--- config.mk ---
export PLATFORM = sky130hd
export DESIGN_NAME = da_fir_sequencer
export DESIGN_NICKNAME = d
export VERILOG_FILES = /design/src/rtl/da_fir_sequencer.sv
export SDC_FILE = /design/constraint.sdc
export NUM_CORES = 1
export LEC_CHECK = 0
export CELL_PAD_IN_SITES_DETAIL_PLACEMENT = 1
export CELL_PAD_IN_SITES_GLOBAL_PLACEMENT = 1
export CORE_MARGIN = 1
export CORE_UTILIZATION = 33
export CTS_CLUSTER_DIAMETER = 30
export DETAILED_ROUTE_END_ITERATION = 8
export PLACE_DENSITY_LB_ADDON = 0.05
export SYNTH_ARGS = -nofsm -noshare
export SYNTH_HDL_FRONTEND = slang
export SYNTH_SLANG_ARGS = --single-unit
export TNS_END_PERCENT = 100
--- constraint.sdc ---
create_clock -name clk -period 1.5 [get_ports clk]
set_input_delay 0.3 -clock clk [delete_from_list [all_inputs] [get_ports clk]]
set_output_delay 0.3 -clock clk [all_outputs]
set_load 0.02 [all_outputs]
--- src/rtl/da_fir_sequencer.sv ---
// da_fir_sequencer: load/compute/hold sequencer for a 64-tap distributed-arithmetic FIR datapath.
// Optional FIR_SEQ_STAT_EN adds a 16-bit frame_cnt output counting result handshakes.
module da_fir_sequencer #(
    parameter int TAPS   = 64,
    parameter int GROUPS = 4,
    parameter int DW     = 16
) (
    input  logic                      clk,
    input  logic                      reset,
    input  logic                      in_valid,
    output logic                      in_ready,
    output logic                      wr_en,
    output logic [$clog2(TAPS)-1:0]   wr_addr,
    output logic                      lut_en,
    output logic [$clog2(GROUPS)-1:0] lut_grp,
    output logic [$clog2(DW)-1:0]     lut_bit,
    output logic                      acc_clr,
    output logic                      acc_en,
    output logic [$clog2(DW)-1:0]     acc_shift,
    output logic                      acc_sub,
    output logic                      res_valid,
    input  logic                      res_ready,
    output logic                      busy
`ifdef FIR_SEQ_STAT_EN
    ,
    output logic [15:0]               frame_cnt
`endif
);
    localparam int AW = $clog2(TAPS);
    localparam int BW = $clog2(DW);

    typedef enum logic [2:0] {IDLE, LOAD, COMPUTE, DRAIN, HOLD} state_t;

    state_t        state, state_nxt;
    logic [AW-1:0] cnt, cnt_nxt;

    always_ff @(posedge clk or negedge reset)
        if (!reset) begin
            state <= IDLE;
            cnt   <= '0;
        end else begin
            state <= state_nxt;
            cnt   <= cnt_nxt;
        end

    // cnt is the sample address while loading and the step index k while computing
    always_comb begin
        state_nxt = state;
        cnt_nxt   = cnt;
        in_ready  = state == IDLE || state == LOAD;
        wr_en     = in_valid && in_ready;
        wr_addr   = in_ready ? cnt : '0;
        lut_en    = state == COMPUTE;
        lut_grp   = lut_en ? cnt[AW-1:BW] : '0;
        lut_bit   = lut_en ? cnt[BW-1:0] : '0;
        acc_clr   = lut_en && cnt == '0;
        res_valid = state == HOLD;
        busy      = state != IDLE;
        case (state)
            IDLE, LOAD: if (wr_en) begin
                cnt_nxt   = cnt == AW'(TAPS-1) ? '0 : cnt + 1'b1;
                state_nxt = cnt == AW'(TAPS-1) ? COMPUTE : LOAD;
            end
            COMPUTE: begin
                cnt_nxt   = cnt == AW'(GROUPS*DW-1) ? '0 : cnt + 1'b1;
                state_nxt = cnt == AW'(GROUPS*DW-1) ? DRAIN : COMPUTE;
            end
            DRAIN:   state_nxt = HOLD;
            HOLD:    state_nxt = res_ready ? IDLE : HOLD;
            default: state_nxt = IDLE;
        endcase
    end

    // accumulate controls trail the LUT by its one-cycle register latency
    always_ff @(posedge clk or negedge reset)
        if (!reset) begin
            acc_en    <= 1'b0;
            acc_shift <= '0;
            acc_sub   <= 1'b0;
        end else begin
            acc_en    <= lut_en;
            acc_shift <= lut_bit;
            acc_sub   <= lut_en && lut_bit == BW'(DW-1);
        end

`ifdef FIR_SEQ_STAT_EN
    always_ff @(posedge clk or negedge reset)
        if (!reset)
            frame_cnt <= '0;
        else if (res_valid && res_ready)
            frame_cnt <= frame_cnt + 1'b1;
`endif
endmodule

==> flow_metrics.tcl <==
set metrics [dict create \
    ctsHoldBuffers 0 \
    synth_cell_types 33 \
    antenna_found_initial 0 \
    die_width_um 52.8 \
    wl_met2_um 1730 \
    setup_viol 17 \
    ys_ff_latch 15 \
    crit_type "flop to primary output" \
    switching_power_uw 904 \
    syn-num-nets 85 \
    p_total_mw 2.21 \
    area_delta_synth_final_pct 88.4 \
    yosysWarnings 0 \
    grt_overflow 0 \
    fp.dieArea_sq_um 2790 \
    critPathLaunchType "flop" \
    grt_pass1_vias 876 \
    wl_per_cell_um 18.4 \
    synth-seq-area-share_pct 44.1 \
    crit_required_ns 1.20 \
    cts_tree "built" \
    final_max_slew_viol_count 0 \
    worst_slack_ns -0.195 \
    met3_length_um 120 \
    power.density_nw_per_um2 1380 \
    crit_fanout 3 \
    max_freq_mhz 590 \
    place_area_sq_um 1260 \
    instances_no_fill 168 \
    grt_max_degree 16 \
    cts.clk_slew.worst_paths_ns 0.09 \
    initial_core_util_pct 34.7 \
    leakagePower_nw 0.752 \
    timing.rr.end "cnt[3]" \
    die_y_um 52.8 \
    holdCritPathClass "primary input to asynchronous set/reset pin" \
    io_buffer_count 27 \
    io_pins 28 \
    relSlewSlack_pct 82.3 \
    dp.cells 149 \
    top_layer_used "met4" \
    drtPass1Iterations 4 \
    crit_arrival_ns 1.39 \
    outcome "complete, but fails checks" \
    fillerInstances 254 \
    grt_util_all_layers_pct 22.2 \
    diodes 0 \
    pwr-share-comb_pct 63.6 \
    final_core_util_pct 65.3 \
    via_per_inst 5.14 \
    syn-mean-instance-area_sq_um 10.8 \
    cts_root_buf "clkbuf_4" \
    p_clk_share_pct 10.9 \
    hpwlAfterDp_um 1740 \
    htreeDepth 1 \
    intPower_mw 1.31 \
    pwr-share-seq_pct 25.5 \
    finalCritPeriodShare_pct 113 \
    nets 145 \
    finalWirelength_um 3090 \
    drt-met1-wl_um 1150 \
    core_region_area_sq_um 2450 \
    path_cells "buf_4, or3_4, buf_6" \
    rows 18 \
    cp_slowest_stage_delay_ns 0.45 \
    clockBufferDepth 2 \
    antenna_left 0 \
    fin_skew_ns 0.00525 \
    r2r_start "state[1]" \
    synth_top_area_cell "dfrtp_1" \
    r2r.worst_path.cells 4 \
    switching_share_pct 40.8 \
    crit_family "flip-flops" \
    clock_latency_ns 0.29 \
    syn_area_sq_um 851 \
    syn_inst 79 \
    grt_first_pass_wirelength_um 4220 \
    yosysTopAreaCellShare_pct 44.1 \
    violations "negative setup slack" \
    r2r_slack_ns 0.03 \
    place_congestion 0.785 \
    critical_path_buf_inv_count 2 \
    cts_buffers 3 \
    drc 0 \
    slowest_stage "dfrtp_2" \
    cts.sinks 15 \
    ir_drop_mv 0.965 \
    hold_violations 0 \
    fin_area_sq_um 1600 \
    rsz0062_at_grt "true" \
    crit_path_end_kind "primary output" \
    drv_cap 0 \
    vias 864 \
    drt_iter0_markers 8 \
    layout_min_cycle_time_ns 1.69 \
    worst_pin_slew_ns 0.264 \
    drive_gt1_share_pct 61.6 \
    synth_area_leaders "dfrtp_1 44%, and2_1 7.4%, buf_6 4.0%, a2111oi_4 3.2%, nand2b_4 3.2%" \
]
==> stage by stage <==
step | hold WS (ns) | setup WS [ns] | setup TNS, ns
floorplan | 0.00441 | -0.0343 | -0.0932
global placement | 0.573 | -0.314 | -5.88
detailed placement | 0.574 | -0.350 | -6.36
CTS | 0.323 | -0.184 | -2.03
global route | 0.332 | -0.252 | -3.44
finish | 0.332 | -0.195 | -2.39
==> cell usage in the layout, fill, tap and decap left out, types with 3 or more instances in the layout <==
cell | synthesis | final
buf_4 | 0 | 29
buf_6 | 3 | 21
dfrtp_1 | 15 | 13
and2_4 | 0 | 7
dlygate4sd2_1 | 0 | 6
nor3_4 | 0 | 4
nand2_1 | 4 | 4
inv_1 | 4 | 3
and2_1 | 10 | 3
and3_1 | 4 | 3
clkbuf_4 | 0 | 3
clkdlybuf4s50_1 | 0 | 3
==> final cells by class <==
cell class | count | area, sq um | area share (%)
Inverter | 4 | 15.0 | 0.937
Sequential cell | 15 | 378 | 23.6
Clock buffer | 4 | 26.3 | 1.64
Multi-Input combinational cell | 54 | 569 | 35.5
Tap cell | 30 | 37.5 | 2.34
Timing Repair Buffer | 61 | 577 | 36.0
==> synthesized netlist by cell type, drive strengths merged <==
cell type / instances
and2: 10
a211o: 1
a221oi: 1
o211a: 1
a21o: 1
o21ai: 1
a21oi: 1
and3: 4
mux2i: 1
o32a: 1
a2111o: 1
dfrtp: 15
nor4: 2
nand2: 4
or3: 1
nand3: 2
nor2: 3
mux2: 1
buf: 3
nand2b: 2
a2111oi: 3
a22o: 1
a211oi: 1
o2bb2ai: 2
nor3: 4
nor3b: 1
xor2: 2
inv: 4
ha: 2
clkbuf: 3
==> power groups by stage <==
stage          Sequential (mW)  Clock [mW]  Combinational, mW
2_1_floorplan            0.568           0              0.551
6_report                 0.564       0.241               1.41
3_5_place_dp             0.556           0               1.06
3_3_place_gp             0.554           0               1.04
4_1_cts                  0.546       0.244               1.25
5_1_grt                  0.576       0.263               1.50
==> worst register-to-register path, stage by stage (launching register included) <==
cell and delay, ns:
dfrtp_2 0.49, buf_4 0.17, nand2b_4 0.20, a21o_4 0.23, a211o_1 0.28
==> flip-flops by register name (all words and copies together) (netlist names) <==
signal	flops
acc_en	1
acc_shift	4
acc_sub	1
cnt	6
state	3
==> timing repair <==
action | CTS | global route
gates resized for setup | 135 | 21
pin swaps | 8 | 15
setup buffers | 10 | 6
endpoints found under the setup margin | 28 | 25
==> cells by family after synthesis <==
family	Yosys count	synth area share (%)
buf+inv	10	7.35
fa+ha+maj	2	2.94
xor+xnor	2	2.06
flops	15	44.1
simple gates	33	23.7
compound gates	15	17.4
mux	2	2.50
==> routing by layer <==
| metal | GRT usage, % | vias up |
|---|---|---|
| met5 | 0 | - |
| met3 | 6.38 | 6 |
| met1 | 24.7 | 426 |
| met4 | 7.46 | 0 |
| li1 | - | 404 |
| met2 | 39.7 | 28 |
==> how the worst max path moves through the flow <==
stage / slack [ns] / start / depth (start not counted) / end
4_1_cts: -0.18 / state[0] / 4 / lut_bit[3]
5_1_grt: -0.25 / state[0] / 4 / acc_clr
3_5_place_dp: -0.35 / state[2] / 2 / res_valid
6_report: -0.19 / state[2] / 3 / busy
3_3_place_gp: -0.31 / state[2] / 2 / busy
2_1_floorplan: -0.03 / state[2] / 3 / lut_bit[0]
No activity file was read; power rests on OpenSTA's default activity.
